$ cat config.mk
export PLATFORM = sky130hd
export DESIGN_NAME = keypad_scanner
export DESIGN_NICKNAME = d
export VERILOG_FILES = /design/src/rtl/keypad_scanner.sv
export SDC_FILE = /design/constraint.sdc
export NUM_CORES = 1
export LEC_CHECK = 0
export CAP_MARGIN = 10
export CORE_AREA = 2 2 103 105
export CTS_CLUSTER_DIAMETER = 60
export DETAILED_ROUTE_END_ITERATION = 12
export DIE_AREA = 0 0 105 107
export SLEW_MARGIN = 10
export SYNTH_ARGS = -nofsm -noshare
export SYNTH_HDL_FRONTEND = slang
export SYNTH_SLANG_ARGS = --single-unit
$ cat constraint.sdc
create_clock -name hwclk -period 12.3 [get_ports hwclk]
set_input_delay 2.46 -clock hwclk [delete_from_list [all_inputs] [get_ports hwclk]]
set_output_delay 2.46 -clock hwclk [all_outputs]
set_load 0.1 [all_outputs]
$ cat src/rtl/keypad_scanner.sv
`default_nettype none
// ============================================================================
//  Module   : keypad_scanner
//  Purpose  : Transmit end of the keypad-to-checker button interface. Scans a
//             4x4 active-low matrix keypad one column at a time, debounces
//             whole-keypad scan results and encodes one accepted key at a time
//             onto button. bstate is high while the accepted key is held; the
//             downstream checker samples button on the falling edge of bstate.
//  Revision : 1.0 - initial release
// ----------------------------------------------------------------------------
//  Parameters
//    SCAN_DIV        hwclk cycles per column dwell (>= 4)
//    DEBOUNCE_SCANS  consecutive identical full scans to accept press/release (>= 1)
//  Ports
//    hwclk      in   1  system clock, all logic on posedge
//    reset      in   1  asynchronous active-high reset
//    row_in     in   4  keypad rows, active-low, asynchronous to hwclk
//    col_out    out  4  column drive, active-low, exactly one column low
//    button     out  4  encoded key code of the last accepted press
//    bstate     out  1  high while the accepted key is held (debounced)
//    key_valid  out  1  one-cycle pulse in the cycle bstate rises
//    multi_key  out  1  one-cycle pulse after any scan with 2+ keys down
// ============================================================================
module keypad_scanner #(
    parameter int SCAN_DIV       = 1200,
    parameter int DEBOUNCE_SCANS = 50
) (
    input  logic       hwclk,
    input  logic       reset,
    input  logic [3:0] row_in,
    output logic [3:0] col_out,
    output logic [3:0] button,
    output logic       bstate,
    output logic       key_valid,
    output logic       multi_key
);

    // ------------------------------------------------------------------------
    // Constants
    // ------------------------------------------------------------------------
    localparam int DW = $clog2(SCAN_DIV);
    localparam int CW = $clog2(DEBOUNCE_SCANS + 1);

    localparam logic [DW-1:0] c_div_last = DW'(SCAN_DIV - 1);
    localparam logic [CW-1:0] c_deb      = CW'(DEBOUNCE_SCANS);
    localparam logic [CW-1:0] c_cnt_max  = {CW{1'b1}};
    localparam logic [CW-1:0] c_cnt_one  = CW'(1);

    localparam logic [1:0] S_IDLE        = 2'd0;
    localparam logic [1:0] S_PRESS_DEB   = 2'd1;
    localparam logic [1:0] S_HELD        = 2'd2;
    localparam logic [1:0] S_RELEASE_DEB = 2'd3;

    // Keymap indexed by row*4 + col.
    function automatic logic [3:0] f_keymap(input logic [3:0] idx);
        logic [3:0] code;
        case (idx)
            4'd0:    code = 4'd1;
            4'd1:    code = 4'd2;
            4'd2:    code = 4'd3;
            4'd3:    code = 4'd10;
            4'd4:    code = 4'd4;
            4'd5:    code = 4'd5;
            4'd6:    code = 4'd6;
            4'd7:    code = 4'd11;
            4'd8:    code = 4'd7;
            4'd9:    code = 4'd8;
            4'd10:   code = 4'd9;
            4'd11:   code = 4'd12;
            4'd12:   code = 4'd14;
            4'd13:   code = 4'd0;
            4'd14:   code = 4'd15;
            default: code = 4'd13;
        endcase
        return code;
    endfunction

    // ------------------------------------------------------------------------
    // Column scan timing and row synchronizer
    // ------------------------------------------------------------------------
    logic [DW-1:0]     div_q;
    logic [1:0]        col_idx_q;
    logic [3:0]        col_q;
    logic [3:0]        row_s1_q;
    logic [3:0]        row_s2_q;
    // Pressed flags for columns 0..2 of the scan in progress, [col][row].
    logic [2:0][3:0]   keys_q;

    logic              w_sample;
    logic              w_eval;

    // Rows are sampled on the last cycle of each dwell. The synchronizer adds
    // two cycles of latency, which is safe because every dwell is >= 4 cycles.
    assign w_sample = (div_q == c_div_last);
    assign w_eval   = w_sample && (col_idx_q == 2'd3);

    always_ff @(posedge hwclk or posedge reset) begin
        if (reset) begin
            div_q     <= '0;
            col_idx_q <= 2'd0;
            col_q     <= 4'b1110;
            row_s1_q  <= 4'hF;
            row_s2_q  <= 4'hF;
            keys_q    <= '0;
        end else begin
            row_s1_q <= row_in;
            row_s2_q <= row_s1_q;
            if (w_sample) begin
                div_q     <= '0;
                col_idx_q <= col_idx_q + 2'd1;
                col_q     <= {col_q[2:0], col_q[3]};
                case (col_idx_q)
                    2'd0:    keys_q[0] <= ~row_s2_q;
                    2'd1:    keys_q[1] <= ~row_s2_q;
                    2'd2:    keys_q[2] <= ~row_s2_q;
                    default: keys_q    <= keys_q;
                endcase
            end else begin
                div_q <= div_q + DW'(1);
            end
        end
    end

    assign col_out = col_q;

    // ------------------------------------------------------------------------
    // Scan result classification
    // ------------------------------------------------------------------------
    // Full-keypad picture at evaluation time: stored columns 0..2 plus the
    // column 3 rows being sampled in this very cycle.
    logic [15:0] w_scan;
    logic [4:0]  w_nkeys;
    logic [3:0]  w_idx;
    logic        w_none;
    logic        w_single;
    logic        w_multi;
    logic [3:0]  w_code;

    always_comb begin
        w_scan = '0;
        for (int r = 0; r < 4; r++) begin
            for (int c = 0; c < 3; c++) begin
                w_scan[r*4 + c] = keys_q[c][r];
            end
            w_scan[r*4 + 3] = ~row_s2_q[r];
        end
    end

    always_comb begin
        w_nkeys = '0;
        w_idx   = '0;
        for (int i = 0; i < 16; i++) begin
            if (w_scan[i]) begin
                w_nkeys = w_nkeys + 5'd1;
                w_idx   = 4'(i);
            end
        end
    end

    assign w_none   = (w_nkeys == 5'd0);
    assign w_single = (w_nkeys == 5'd1);
    assign w_multi  = (w_nkeys >= 5'd2);
    assign w_code   = f_keymap(w_idx);

    // ------------------------------------------------------------------------
    // Debounce FSM
    // ------------------------------------------------------------------------
    logic [1:0]    state_q, state_d;
    logic [CW-1:0] cnt_q, cnt_d;
    logic [3:0]    cand_q, cand_d;
    logic [3:0]    button_q, button_d;
    logic          bstate_q, bstate_d;
    logic          key_valid_q, key_valid_d;
    logic          multi_key_q, multi_key_d;

    logic [CW-1:0] w_cnt_inc;
    logic          w_done;
    logic          w_same;

    // Saturating increment; the count that this scan would bring us to.
    assign w_cnt_inc = (cnt_q == c_cnt_max) ? cnt_q : cnt_q + CW'(1);
    assign w_done    = (w_cnt_inc >= c_deb);
    assign w_same    = w_single && (w_code == cand_q);

    // State register
    always_ff @(posedge hwclk or posedge reset) begin
        if (reset) begin
            state_q <= S_IDLE;
        end else begin
            state_q <= state_d;
        end
    end

    // Next-state logic; the FSM only moves at scan evaluation.
    always_comb begin
        state_d = state_q;
        if (w_eval) begin
            case (state_q)
                S_IDLE: begin
                    if (w_single) begin
                        state_d = (DEBOUNCE_SCANS == 1) ? S_HELD : S_PRESS_DEB;
                    end
                end
                S_PRESS_DEB: begin
                    if (w_same) begin
                        state_d = w_done ? S_HELD : S_PRESS_DEB;
                    end else begin
                        state_d = S_IDLE;
                    end
                end
                S_HELD: begin
                    if (w_none) begin
                        state_d = (DEBOUNCE_SCANS == 1) ? S_IDLE : S_RELEASE_DEB;
                    end
                end
                default: begin
                    if (w_none) begin
                        state_d = w_done ? S_IDLE : S_RELEASE_DEB;
                    end else begin
                        state_d = S_HELD;
                    end
                end
            endcase
        end
    end

    // Output / datapath next values. The counter is cleared on every state
    // entry; entering a debounce state already counts the entering scan as 1.
    always_comb begin
        cnt_d       = cnt_q;
        cand_d      = cand_q;
        button_d    = button_q;
        bstate_d    = bstate_q;
        key_valid_d = 1'b0;
        multi_key_d = w_eval && w_multi;
        if (w_eval) begin
            case (state_q)
                S_IDLE: begin
                    if (w_single) begin
                        cand_d = w_code;
                        if (DEBOUNCE_SCANS == 1) begin
                            button_d    = w_code;
                            bstate_d    = 1'b1;
                            key_valid_d = 1'b1;
                            cnt_d       = '0;
                        end else begin
                            cnt_d = c_cnt_one;
                        end
                    end
                end
                S_PRESS_DEB: begin
                    if (w_same) begin
                        if (w_done) begin
                            button_d    = cand_q;
                            bstate_d    = 1'b1;
                            key_valid_d = 1'b1;
                            cnt_d       = '0;
                        end else begin
                            cnt_d = w_cnt_inc;
                        end
                    end else begin
                        cnt_d = '0;
                    end
                end
                S_HELD: begin
                    // Any key activity while held is ignored for encoding;
                    // button stays put until a full release is debounced.
                    if (w_none) begin
                        if (DEBOUNCE_SCANS == 1) begin
                            bstate_d = 1'b0;
                            cnt_d    = '0;
                        end else begin
                            cnt_d = c_cnt_one;
                        end
                    end
                end
                default: begin
                    if (w_none) begin
                        if (w_done) begin
                            bstate_d = 1'b0;
                            cnt_d    = '0;
                        end else begin
                            cnt_d = w_cnt_inc;
                        end
                    end else begin
                        cnt_d = '0;
                    end
                end
            endcase
        end
    end

    // Output and datapath registers
    always_ff @(posedge hwclk or posedge reset) begin
        if (reset) begin
            cnt_q       <= '0;
            cand_q      <= '0;
            button_q    <= '0;
            bstate_q    <= 1'b0;
            key_valid_q <= 1'b0;
            multi_key_q <= 1'b0;
        end else begin
            cnt_q       <= cnt_d;
            cand_q      <= cand_d;
            button_q    <= button_d;
            bstate_q    <= bstate_d;
            key_valid_q <= key_valid_d;
            multi_key_q <= multi_key_d;
        end
    end

    assign button    = button_q;
    assign bstate    = bstate_q;
    assign key_valid = key_valid_q;
    assign multi_key = multi_key_q;

endmodule
`default_nettype wire

# == Yosys cells after proc, flatten, opt, wreduce, memory -nomap -nowiden ==
# Memories as Yosys holds them, arrays and structs flattened.
# Cells that the tools add are included.
# op_classes
n_reduce_logical,15
add_sub_neg,18
shift,0
div_mod_pow,0
bitwise,2
n_lt_le_gt_ge,2
n_mul,0
eq_ne,12
mux,55
# ops
operator,count
5-bit by 1-bit adder with 5-bit output (second input constant),15
5-bit 2-to-1 mux,15
4-bit 2-to-1 mux,14
6-bit 2-to-1 mux,6
6-bit one-hot mux with 3 select lines,1
2-bit 2-to-1 mux,6
11-bit by 1-bit adder with 11-bit output (second input constant),1
11-bit == test (second input constant),1
11-bit 2-to-1 mux,1
1-bit 2-to-1 mux,10
6-bit by 1-bit adder with 6-bit output (second input constant),1
2-bit == test (second input constant),3
6-bit == test (second input constant),1
6-bit greater-or-equal comparator (second input constant),1
2-bit inequality test (second input constant),3
2-bit one-hot mux with 3 select lines,1
2-bit AND reduction,3
3-bit AND reduction,2
5-bit by 1-bit == test with 1-bit output (second input constant),1
5-bit by 2-bit greater-or-equal comparator with 1-bit output (second input constant),1
5-bit zero test,1
5-bit AND reduction,1
2-bit by 1-bit == test with 1-bit output (second input constant),2
4-bit == test,1
9 further kinds,12
# totals
latchBits,0
mem_count,1
out_inout_bits,11
ramBits,0
regBits,56
rom_bits,64
# mem_list
name,words,word_bits,rd,rd_clocked_by_memory_dff,write_ports,line_no,rtl
(name not given),16,4,1,0,0,57,case (idx)

# == Logic depth before layout (Yosys ltp) ==
# depth
ltp_word,36
depth_mapped,54
ltp_nobuf,53

# == Least setup slack after synthesis ==
# No wires, ideal clock.
# synth_timing
kind,register to register
from,register keys_q[0] (netlist name)
to,register cand_q[1]
slack_ns,2.132
arrival_ns,10.043
path_stages_with_launch,53
period_less_slack_ns,10.168
required_time_ns,12.175
path_buffers,1
path_cell_list,dfrtp_1 -> ha_1 -> or2_2 -> and2_1 -> ha_1 -> nor2b_1 -> a21o_1 -> ha_1 -> mux2_2 -> ha_1 -> nand2b_1 -> o21ai_0 -> nand2_1 -> ha_1 -> nor2b_1 -> a31oi_1 -> ha_1 -> nor2_1 -> (+17 left out) -> inv_1 -> ha_1 -> nand2_1 -> o21ai_0 -> ha_1 -> mux2_2 -> ha_1 -> mux2_2 -> ha_1 -> or2_2 -> o21ai_1 -> a22oi_1 -> or3_1 -> o22a_1 -> and2_4 -> or4b_4 -> buf_6 -> mux2_4
# synth_between
elab_chain_len,33
# synth_rtl
item,line_no,rtl
"start, declared",87,logic [2:0][3:0] keys_q;
"start signal, assigned",116,default: keys_q <= keys_q;
1-bit 2-to-1 mux (*),153,if (w_scan[i]) begin
5-bit by 1-bit adder with 5-bit output,154,w_nkeys = w_nkeys + 5'd1;
5-bit 2-to-1 mux (*),153,
5-bit by 1-bit adder with 5-bit output,154,
5-bit 2-to-1 mux (*),153,
5-bit by 1-bit adder with 5-bit output,154,
5-bit 2-to-1 mux (*),153,
5-bit by 1-bit adder with 5-bit output,154,
(+17 left out),--,
5-bit by 1-bit adder with 5-bit output,154,
5-bit 2-to-1 mux (*),153,
5-bit by 1-bit adder with 5-bit output,154,
5-bit 2-to-1 mux (*),153,
5-bit by 1-bit adder with 5-bit output,154,
5-bit 2-to-1 mux (*),153,
5-bit by 1-bit == test with 1-bit output (*),161,assign w_single = (w_nkeys == 5'd1);
3-bit AND reduction (no line) (*),--,
"end signal, assigned",304,cand_q <= cand_d;
"end, declared",170,"logic [3:0] cand_q, cand_d;"
# Every way passes the cells marked *; elsewhere a longest branch is shown, timed or not.
# A chain may end at the register's enable or synchronous reset.

# == Worst setup path in the final report ==
# Ends and elaborated chain as after synthesis.

==> results.cfg <==
[outcome]
status = finished, final reports clean

[critical_path]
rr_worst_depth = 51
path_max_fanout = 14
start_kind = flop
cpMostUsedCell = ha_1
path_class = reg -> reg
critPathMaxStageDelay_ns = 0.58
arrival_ns = 11.11
critPathCaptureType = flop
slowest_stage = or4b_4
crit_required_ns = 12.50

[logic_synthesis]
synth_top_cells_by_count = nand2_1 (61), dfrtp_1 (45), o21ai_0 (33)
synth.most_common_cell = nand2_1
synth_fp_nets = 522
synth_mux_area_frac = 0.0537
yosys-top-cells-area = dfrtp_1 (25%), ha_1 (7.3%), dfstp_2 (6.5%), nand2_1 (5.1%), xnor2_1 (4.7%)
synth_edf_count = 0
ys.flop_type = dfrtp_1
ys_seq_elements = 56
synth_top_cell_by_area = dfrtp_1
syn_area_um2 = 4450
yosysTopAreaCellShare = 0.253
synth.distinct_cells = 71
yosys.area_share.xor_xnor = 0.155
ys_async_sr_fraction = 1.00
yosysWarnings = 0
avgSynthCellArea_um2 = 9.08
synthSimpleGateAreaFrac = 0.215
ys_seq_area_frac = 0.318
synth_compound_area_frac = 0.144
synth_top_family_by_area = simple AND/OR/NAND/NOR gates
synthAdderAreaFrac = 0.0732
netlist_instances = 490

[sta]
worstMarginPinSlew_ns = 0.981
slew_viol_final = 0
timing.final.hold_violations = 0
period_minus_slack_ns = 10.91
slew_headroom = 0.344
period_share = 0.887
setup_violations = 0
clock.fmax_mhz = 91.6
fin_skew_ns = 0.00672
tns_ns = 0
rsz0062_at_grt = false

[global_route]
antenna_found_initial = 0
grt_pass1_vias = 3345
grt-ovfl-total = 0
gr-usage-all-layers = 0.165
grt_max_degree = 57
grt_pass1_wl_um = 15500

[power_and_ir_drop]
pwr-share-seq = 0.557
worst_ir_drop_vdd_uv = 81.1
swShare = 0.274
power.switching_uw = 92.7
design_power_total_uw = 339
clkPwrFrac = 0.304
p_int_uw = 246
p_leak_nw = 2.09
combPwrFrac = 0.139
powerDensity_nw_per_um2 = 70.7

[floorplan]
dieArea_um2 = 11200
die_h_um = 107
initial_core_util = 0.441
fp.dieW_um = 105
pin_count = 17
core_area_um2 = 10100
placementRows = 37

[placed_design]
gp_congestion = 0.798
port_buffers = 16
placed_cell_area_um2 = 4710
dp_hpwl_um = 6400

[layout]
areaGrowthSynthToFinish_pct = 7.88
stdcell_area_um2 = 4800
antenna_cells = 0
multi_input_area_um2 = 2860
drive_gt1_frac = 0.115
final_net_count = 526
fin_util = 0.475
seqCellArea_um2 = 1420
fillers = 1008

[detailed_routing]
via_count = 3398
dr.pass1.iters = 4
ant_nets = 0
routed_via_density = 5.39
wl_um = 8490
drtIter0Drc = 146
wl_per_cell_um = 13.5
route.detailed.drc = 0

[cts]
clk_pin_slew_worst_paths_ns = 0.11
ctsHoldBuffers = 0
clk_latency_ns = 0.31
cts_setup_buffers = 0
htreeDepth = 2
cts_tree = done
root_buffer = clkbuf_8
cts_resized = 0
clock_path_buffers = 2
cts-buffers-inserted = 5
cts.sinks = 56

[hold_path]
holdCritPathClass = reg -> reg
hold_depth = 0

[flow_run]
maxCapViolCount = 0
-- registers in the layout, summed over array words and instances (netlist names) --
signal and flops:
keys_q 12, div_q 11, cnt_q 6, button 4, cand_q 4, col_out 4
row_s1_q 4, row_s2_q 4, col_idx_q 2, state_q 2, bstate 1, key_valid 1
multi_key 1
-- metal layers --
metal	routed length, um	vias up	global-route usage	share of wire
li1	-	1743	-	-
met1	4120	1602	0.227	0.48
met2	4100	47	0.280	0.48
met3	198	6	0.0176	0.023
met4	82	0	0.0381	0.0097
met5	0	-	0	0
-- power by group through the flow --
stage / sequential (mW) / combinational (mW) / clock, mW
3_3_place_gp: 0.192 / 0.0452 / 0
6_report: 0.189 / 0.0470 / 0.103
2_1_floorplan: 0.190 / 0.0388 / 0
5_1_grt: 0.189 / 0.0537 / 0.114
4_1_cts: 0.189 / 0.0476 / 0.109
3_5_place_dp: 0.192 / 0.0472 / 0
-- cell type report --
class                      instances  share of cell area
multi-input combinational        389               0.595
sequential                        56               0.295
timing repair buffer              18              0.0365
tap                              136              0.0355
inverter                          24              0.0188
clock buffer                       5              0.0143
clock inverter                     3             0.00469
-- worst max-delay path, delay by kind of cell, from the launching register on --
| kind | cells | cell delay (ns) |
|---|---|---|
| adder cells (fa/ha/maj) | 14 | 4.00 |
| AND/OR/NAND/NOR | 17 | 3.31 |
| AO/OA/AOI/OAI | 13 | 1.71 |
| multiplexers | 4 | 1.16 |
| flip-flops | 1 | 0.41 |
| buffers and inverters | 3 | 0.19 |
-- final timing paths --
path                                  start  slack, ns           to
min in group asynchronous             reset       2.67     div_q[2]
worst max-delay path              keys_q[0]       1.39    cand_q[1]
max in group asynchronous             reset       9.18     cnt_q[0]
worst max register to register    keys_q[0]       1.39    cand_q[1]
worst min-delay path            row_s1_q[2]       0.36  row_s2_q[2]
worst min register to register  row_s1_q[2]       0.36  row_s2_q[2]
-- cells in the final DEF (no fill, tap or decap), types with 6 or more instances in the layout --
master           instances
dfstp_2                 11
xor2_1                  20
o21ai_0                 33
dfrtp_1                 45
and3_1                   6
a21o_1                   6
nand3_1                 22
a21oi_1                 15
a22oi_1                  6
nand2b_1                10
xnor2_1                 24
xnor3_1                  6
nor2_1                  26
a31oi_1                  6
or3_1                    7
nand2_1                 61
ha_1                    26
nor3_1                   7
nor2b_1                  8
mux2i_1                  7
clkdlybuf4s50_1         16
inv_1                   21
mux2_2                  11
-- cells by family (layout without fill, tap and decap cells) --
family | after synthesis | in the layout
fa+ha+maj | 26 | 26
simple gates | 184 | 184
buf+inv | 45 | 50
mux | 21 | 21
xor+xnor | 58 | 58
compound gates | 100 | 100
flops | 56 | 56
-- stage by stage --
step,std cells,setup slack [ns],hold slack (ns)
3_5_place_dp,623,1.42,0.348
3_3_place_gp,623,1.68,0.347
6_report,631,1.39,0.358
5_1_grt,631,0.549,0.367
4_1_cts,631,1.37,0.364
2_1_floorplan,490,2.13,0.345
(Power assumes the default switching activity.)
